## src/rtl/ctrl_pkg.sv

```systemverilog
// Shared types and opcode tables for the LEGv8 multi-cycle control unit.
// State and class encodings are 3 bits so they can be exported for debug.
package ctrl_pkg;

    typedef enum logic [2:0] {
        S_IDLE   = 3'd0,
        S_FETCH  = 3'd1,
        S_DECODE = 3'd2,
        S_EXEC   = 3'd3,
        S_MEMACC = 3'd4,
        S_WBACK  = 3'd5,
        S_BRANCH = 3'd6,
        S_FAULT  = 3'd7
    } state_t;

    typedef enum logic [2:0] {
        CL_ILLEGAL = 3'd0,
        CL_LDUR    = 3'd1,
        CL_STUR    = 3'd2,
        CL_CBZ     = 3'd3,
        CL_CBNZ    = 3'd4,
        CL_RTYPE   = 3'd5,
        CL_ITYPE   = 3'd6,
        CL_B       = 3'd7
    } opclass_t;

    localparam logic [10:0] OP_LDUR  = 11'b11111000010;
    localparam logic [10:0] OP_STUR  = 11'b11111000000;
    localparam logic [10:0] OP_ADD   = 11'b10001011000;
    localparam logic [10:0] OP_SUB   = 11'b11001011000;
    localparam logic [10:0] OP_AND   = 11'b10001010000;
    localparam logic [10:0] OP_ORR   = 11'b10101010000;

    localparam logic [10:0] MASK_CB  = 11'b11111111000;
    localparam logic [10:0] OP_CBZ   = 11'b10110100000;
    localparam logic [10:0] OP_CBNZ  = 11'b10110101000;

    localparam logic [10:0] MASK_IMM = 11'b11111111110;
    localparam logic [10:0] OP_ADDI  = 11'b10010001000;
    localparam logic [10:0] OP_SUBI  = 11'b11010001000;

    localparam logic [10:0] MASK_B   = 11'b11111100000;
    localparam logic [10:0] OP_B     = 11'b00010100000;

    localparam logic [1:0] ALUOP_ADD   = 2'b00;
    localparam logic [1:0] ALUOP_PASSB = 2'b01;
    localparam logic [1:0] ALUOP_RTYPE = 2'b10;
    localparam logic [1:0] ALUOP_IMM   = 2'b11;

    localparam logic [1:0] FC_NONE     = 2'b00;
    localparam logic [1:0] FC_ILLEGAL  = 2'b01;
    localparam logic [1:0] FC_FETCH_TO = 2'b10;
    localparam logic [1:0] FC_DATA_TO  = 2'b11;

    function automatic logic op_match(input logic [10:0] op,
                                      input logic [10:0] pat,
                                      input logic [10:0] mask);
        return (op & mask) == pat;
    endfunction

endpackage

```

## src/rtl/opclass_dec.sv

```systemverilog
// Combinational opcode classifier; optional instruction groups fold into
// ILLEGAL when their enable parameter is cleared.
module opclass_dec
    import ctrl_pkg::*;
#(
    parameter bit EN_IMM = 1'b1,
    parameter bit EN_B   = 1'b1
) (
    input  logic [10:0] op,
    output opclass_t    cls
);

    always_comb begin
        cls = CL_ILLEGAL;
        if (op == OP_LDUR) begin
            cls = CL_LDUR;
        end else if (op == OP_STUR) begin
            cls = CL_STUR;
        end else if (op_match(op, OP_CBZ, MASK_CB)) begin
            cls = CL_CBZ;
        end else if (op_match(op, OP_CBNZ, MASK_CB)) begin
            cls = CL_CBNZ;
        end else if (op == OP_ADD || op == OP_SUB || op == OP_AND || op == OP_ORR) begin
            cls = CL_RTYPE;
        end else if (EN_IMM && (op_match(op, OP_ADDI, MASK_IMM) ||
                                op_match(op, OP_SUBI, MASK_IMM))) begin
            cls = CL_ITYPE;
        end else if (EN_B && op_match(op, OP_B, MASK_B)) begin
            cls = CL_B;
        end
    end

endmodule

```

## src/rtl/multicycle_ctrl.sv

```systemverilog
// Multi-cycle LEGv8 control FSM with a bounded-wait memory handshake and a
// sticky fault state that only reset can leave.
module multicycle_ctrl
    import ctrl_pkg::*;
#(
    parameter int unsigned MEM_TIMEOUT = 16,
    parameter bit          EN_IMM      = 1'b1,
    parameter bit          EN_B        = 1'b1
) (
    input  logic        clk,
    input  logic        reset_n,
    input  logic [10:0] Op,
    input  logic        Zero,
    input  logic        MemAck,
    output logic        IRWrite,
    output logic        PCWrite,
    output logic        PCSrc,
    output logic        IorD,
    output logic        Reg2Loc,
    output logic        ALUSrc,
    output logic        MemtoReg,
    output logic        RegWrite,
    output logic        MemRead,
    output logic        MemWrite,
    output logic [1:0]  ALUOp,
    output logic        Fault,
    output logic [1:0]  FaultCode,
    output logic [2:0]  State
);

    localparam int unsigned CNT_W = (MEM_TIMEOUT > 0) ? $clog2(MEM_TIMEOUT + 1) : 1;
    localparam logic [CNT_W-1:0] CNT_LAST =
        CNT_W'((MEM_TIMEOUT > 0) ? MEM_TIMEOUT - 1 : 0);
    localparam bit TMO_EN = (MEM_TIMEOUT != 0);

    state_t           state_q, state_d;
    opclass_t         cls_q, cls_d;
    opclass_t         dec_cls;
    logic [CNT_W-1:0] cnt_q, cnt_d;
    logic [1:0]       fc_q, fc_d;
    logic             mem_wait;
    logic             tmo_hit;

    opclass_dec #(
        .EN_IMM (EN_IMM),
        .EN_B   (EN_B)
    ) u_dec (
        .op  (Op),
        .cls (dec_cls)
    );

    always_ff @(posedge clk or negedge reset_n) begin
        if (!reset_n) begin
            state_q <= S_IDLE;
            cls_q   <= CL_ILLEGAL;
            cnt_q   <= '0;
            fc_q    <= FC_NONE;
        end else begin
            state_q <= state_d;
            cls_q   <= cls_d;
            cnt_q   <= cnt_d;
            fc_q    <= fc_d;
        end
    end

    // MemAck in the final permitted cycle takes priority over the timeout.
    assign tmo_hit = TMO_EN && (cnt_q == CNT_LAST) && !MemAck;

    always_comb begin
        state_d  = state_q;
        cls_d    = cls_q;
        fc_d     = fc_q;
        mem_wait = 1'b0;
        IRWrite  = 1'b0;
        PCWrite  = 1'b0;
        PCSrc    = 1'b0;
        IorD     = 1'b0;
        Reg2Loc  = 1'b0;
        ALUSrc   = 1'b0;
        MemtoReg = 1'b0;
        RegWrite = 1'b0;
        MemRead  = 1'b0;
        MemWrite = 1'b0;
        ALUOp    = ALUOP_ADD;
        Fault    = 1'b0;

        case (state_q)
            S_IDLE: state_d = S_FETCH;
            S_FETCH: begin
                MemRead  = 1'b1;
                mem_wait = 1'b1;
                if (MemAck) begin
                    IRWrite = 1'b1;
                    PCWrite = 1'b1;
                    state_d = S_DECODE;
                end else if (tmo_hit) begin
                    fc_d    = FC_FETCH_TO;
                    state_d = S_FAULT;
                end
            end
            S_DECODE: begin
                cls_d = dec_cls;
                case (dec_cls)
                    CL_RTYPE, CL_ITYPE, CL_LDUR, CL_STUR: state_d = S_EXEC;
                    CL_CBZ, CL_CBNZ, CL_B:                state_d = S_BRANCH;
                    default: begin
                        fc_d    = FC_ILLEGAL;
                        state_d = S_FAULT;
                    end
                endcase
            end
            S_EXEC: begin
                case (cls_q)
                    CL_RTYPE: begin
                        ALUOp   = ALUOP_RTYPE;
                        state_d = S_WBACK;
                    end
                    CL_ITYPE: begin
                        ALUSrc  = 1'b1;
                        ALUOp   = ALUOP_IMM;
                        state_d = S_WBACK;
                    end
                    CL_LDUR: begin
                        ALUSrc  = 1'b1;
                        state_d = S_MEMACC;
                    end
                    CL_STUR: begin
                        ALUSrc  = 1'b1;
                        Reg2Loc = 1'b1;
                        state_d = S_MEMACC;
                    end
                    default: begin
                        fc_d    = FC_ILLEGAL;
                        state_d = S_FAULT;
                    end
                endcase
            end
            S_MEMACC: begin
                IorD     = 1'b1;
                mem_wait = 1'b1;
                if (cls_q == CL_STUR) begin
                    Reg2Loc  = 1'b1;
                    MemWrite = 1'b1;
                end else begin
                    MemRead = 1'b1;
                end
                if (MemAck) begin
                    state_d = (cls_q == CL_STUR) ? S_FETCH : S_WBACK;
                end else if (tmo_hit) begin
                    fc_d    = FC_DATA_TO;
                    state_d = S_FAULT;
                end
            end
            S_WBACK: begin
                RegWrite = 1'b1;
                MemtoReg = (cls_q == CL_LDUR);
                state_d  = S_FETCH;
            end
            S_BRANCH: begin
                Reg2Loc = 1'b1;
                ALUOp   = ALUOP_PASSB;
                PCSrc   = 1'b1;
                PCWrite = (cls_q == CL_B) ||
                          ((cls_q == CL_CBZ) && Zero) ||
                          ((cls_q == CL_CBNZ) && !Zero);
                state_d = S_FETCH;
            end
            S_FAULT: Fault = 1'b1;
            default: state_d = S_IDLE;
        endcase

        // Any state change restarts the wait count, so FETCH/MEMACC always enter at zero.
        if (state_d != state_q) begin
            cnt_d = '0;
        end else if (mem_wait && !MemAck) begin
            cnt_d = cnt_q + 1'b1;
        end else begin
            cnt_d = cnt_q;
        end
    end

    assign FaultCode = fc_q;
    assign State     = state_q;

endmodule

```

## config.mk

```make
export PLATFORM = sky130hd
export DESIGN_NAME = multicycle_ctrl
export DESIGN_NICKNAME = d
export VERILOG_FILES = /design/src/rtl/ctrl_pkg.sv /design/src/rtl/opclass_dec.sv /design/src/rtl/multicycle_ctrl.sv
export SDC_FILE = /design/constraint.sdc
export NUM_CORES = 1
export LEC_CHECK = 0
export ABC_AREA = 1
export CAP_MARGIN = 20
export CORE_UTILIZATION = 35
export DETAILED_ROUTE_END_ITERATION = 8
export PLACE_DENSITY = 0.58
export SYNTH_ARGS = -nofsm -noshare
export SYNTH_HDL_FRONTEND = slang
export SYNTH_HIERARCHICAL = 1
export SYNTH_SLANG_ARGS = --single-unit
```

## constraint.sdc

```tcl
create_clock -name clk -period 4.9 [get_ports clk]
set_clock_uncertainty 0.2 [all_clocks]
set_input_delay 0.98 -clock clk [delete_from_list [all_inputs] [get_ports clk]]
set_output_delay 0.98 -clock clk [all_outputs]
set_load 0.05 [all_outputs]
```

==> flow_summary.yaml <==
route:
  vias_per_cell: 4.55
  dr.pass1.iters: 4
  ant_nets: 0
  routed_wl_mm: 2.91
  routedWlPerCell_um: 10.5
  via_count: 1264
  drt_iter0_markers: 39
  drc: 0
cts:
  postCtsSetupBuffers: 0
  clock-sinks: 13
  cts-root-buf: "clkbuf_4"
  clock_latency_ns: 0.28
  cts_tree: "yes"
  clkSlewWorstSetupHoldPaths_ns: 0.07
  cts-buffers-inserted: 3
  cts_resized: 0
  hold_buffers: 0
  htree_num_levels: 1
  clk_path_buf_depth: 2
synthesis:
  syn_avg_cell_area_um2: 6.38
  synth.distinct_cells: 29
  synth_seq_cells: 13
  synth_fp_nets: 215
  ys_warn_count: 6
  synthesis.instances: 198
  synth_area_mm2: 0.00126
  synth_top_area_cell: "dfrtp_1"
  synth.top_cell.area_share_pct: 25.8
  synth_area_leaders: "dfrtp_1 26%, nand2_1 13%, nor2_1 8.9%"
  yosysSeqAreaShare_pct: 25.8
finish:
  syn_to_final_growth_pct: 30.2
  layout_commonest_cell: "nand2_1"
  final_cells: 278
  fin_nets: 250
  antenna_cells: 0
  fin_area_mm2: 0.00164
  num-fill-cells: 362
  mostFrequentLayoutCells: "45 x nand2_1, 32 x clkdlybuf4s50_1, 30 x nor2_1"
  drive_gt1_share_pct: 15.1
  multiInputGateArea_um2: 756
  seq_area_um2: 325
min_path:
  min_path_type: "reg2reg"
sta:
  setup_tns_ns: 0
  period_minus_slack_ns: 3.78
  fin_crit_sh_pct: 77.1
  fmax_ghz: 0.265
  finalHoldViolCount: 0
  slew_viol_final: 0
  setup_viol: 0
  relSlewSlack_pct: 59.7
  whs_ns: 0.288
  worst_slew_pin_slew_ns: 0.603
  rsz0062_at_grt: "no"
global_route:
  grt_max_degree: 14
  antenna_found_initial: 0
  grt_pass1_wl_mm: 4.99
  grt_pass1_vias: 1161
  grt_usage_pct: 17.5
  grt-ovfl-total: 0
placement:
  dp.cells: 274
  dpl.hpwl_mm: 2.43
  port-buffer-count: 32
  gp_congestion: 0.847
  placed_area_mm2: 0.00162
critical_path:
  worstPathMaxFanout: 2
  critPathCaptureType: "output pin"
  crit_type: "in2out"
  crit_path_start_kind: "primary input"
  worstPathRequired_ns: 3.72
  critical_path_arrival_ns: 2.60
floorplan:
  dieArea_mm2: 0.00385
  start_util_pct: 37.2
  ios: 33
  core_mm2: 0.00339
  rows: 21
  die_x_um: 62.1
  fp.dieH_um: 62.1
pwr:
  ir_drop_mv: 0.155
  power_density_mw_per_mm2: 531
  p_leak_nw: 0.777
job:
  drv_cap: 0
run_status:
  status: "complete, no violations"
[through the flow]
| stage | setup slack (ns) | util [%] | total power, mW |
|---|---|---|---|
| floorplan | 0.704 | - | 0.653 |
| global placement | 1.11 | 47.7 | 0.813 |
| detailed placement | 1.12 | 47.7 | 0.812 |
| CTS | 1.11 | 48.5 | 0.883 |
| global route | 1.01 | 48.5 | 0.954 |
| finish | 1.12 | 48.5 | 0.873 |
[cells in the mapped netlist]
master and count:
o21ai_0 8, nor2_4 1, inv_2 7, dfrtp_1 13
a21oi_1 3, bufinv_8 1, buf_6 2, nor2_1 30
nand3_2 4, a21boi_1 1, nand3_4 2, o31ai_1 2
nor3_2 1, nand4_1 5, clkinv_1 2, a21o_1 1
inv_1 27, nand2_2 8, nand3_1 17, ha_1 2
nor3_1 2, o21ai_2 1, inv_4 1, o211ai_1 1
nand2_1 45, nor2_2 6, xor2_1 3, o21ai_1 1
and3_1 1
[kinds of logic (layout without fill, tap and decap cells)]
logic type               count (synthesis)  after routing  synth area share, %
AO/OA/AOI/OAI                           18             18                 8.42
buffers and inverters                   40             74                 14.4
XOR/XNOR                                 3              3                 2.08
flip-flops                              13             13                 25.8
adder cells (fa/ha/maj)                  2              2                 1.98
AND/OR/NAND/NOR                        122            122                 47.4
[per-layer routing]
metal	vias up	routed length [µm]	track usage, %
met3	2	69	3.31
met4	0	22	3.81
met2	29	1360	29.9
met1	545	1460	23.0
li1	688	-	-
met5	-	0	0
[sequential cells by signal, indices dropped and copies added (netlist names)]
name,cells
cnt_q,5
State,3
cls_q,3
FaultCode,2
[cell type report]
class,count,area share [%]
Multi-Input combinational cell,145,46.0
Timing Repair Buffer,32,19.5
Clock buffer,4,1.60
Inverter,38,9.67
Tap cell,46,3.50
Sequential cell,13,19.8
[where the power goes]
part	internal [mW]	switching, mW	total [mW]
registers	0.136	0.0528	0.189
logic	0.198	0.417	0.616
clock network	0.0316	0.0368	0.0684
[path summary, 6_finish.rpt]
kind,start,endpoint,slack [ns],cells past startpoint
max in group asynchronous,reset_n,FaultCode[1]$_DFFE_PN0P_,3.22,1
max,Zero,PCWrite,1.12,5
min in group asynchronous,reset_n,State[2]$_DFF_PN0_,0.87,1
min reg2reg,FaultCode[1]$_DFFE_PN0P_,FaultCode[1]$_DFFE_PN0P_,0.29,2
max reg2reg,cnt_q[0]$_DFFE_PN0P_,cnt_q[0]$_DFFE_PN0P_,2.83,11
min,FaultCode[1]$_DFFE_PN0P_,FaultCode[1]$_DFFE_PN0P_,0.29,2
[worst max-delay path, stage by stage]
cell and delay [ns]:
clkdlybuf4s50_1 0.42, nor2_1 0.10, a21oi_1 0.04, o31ai_1 0.22, clkdlybuf4s50_1 0.83
(Power assumes the default switching activity.)
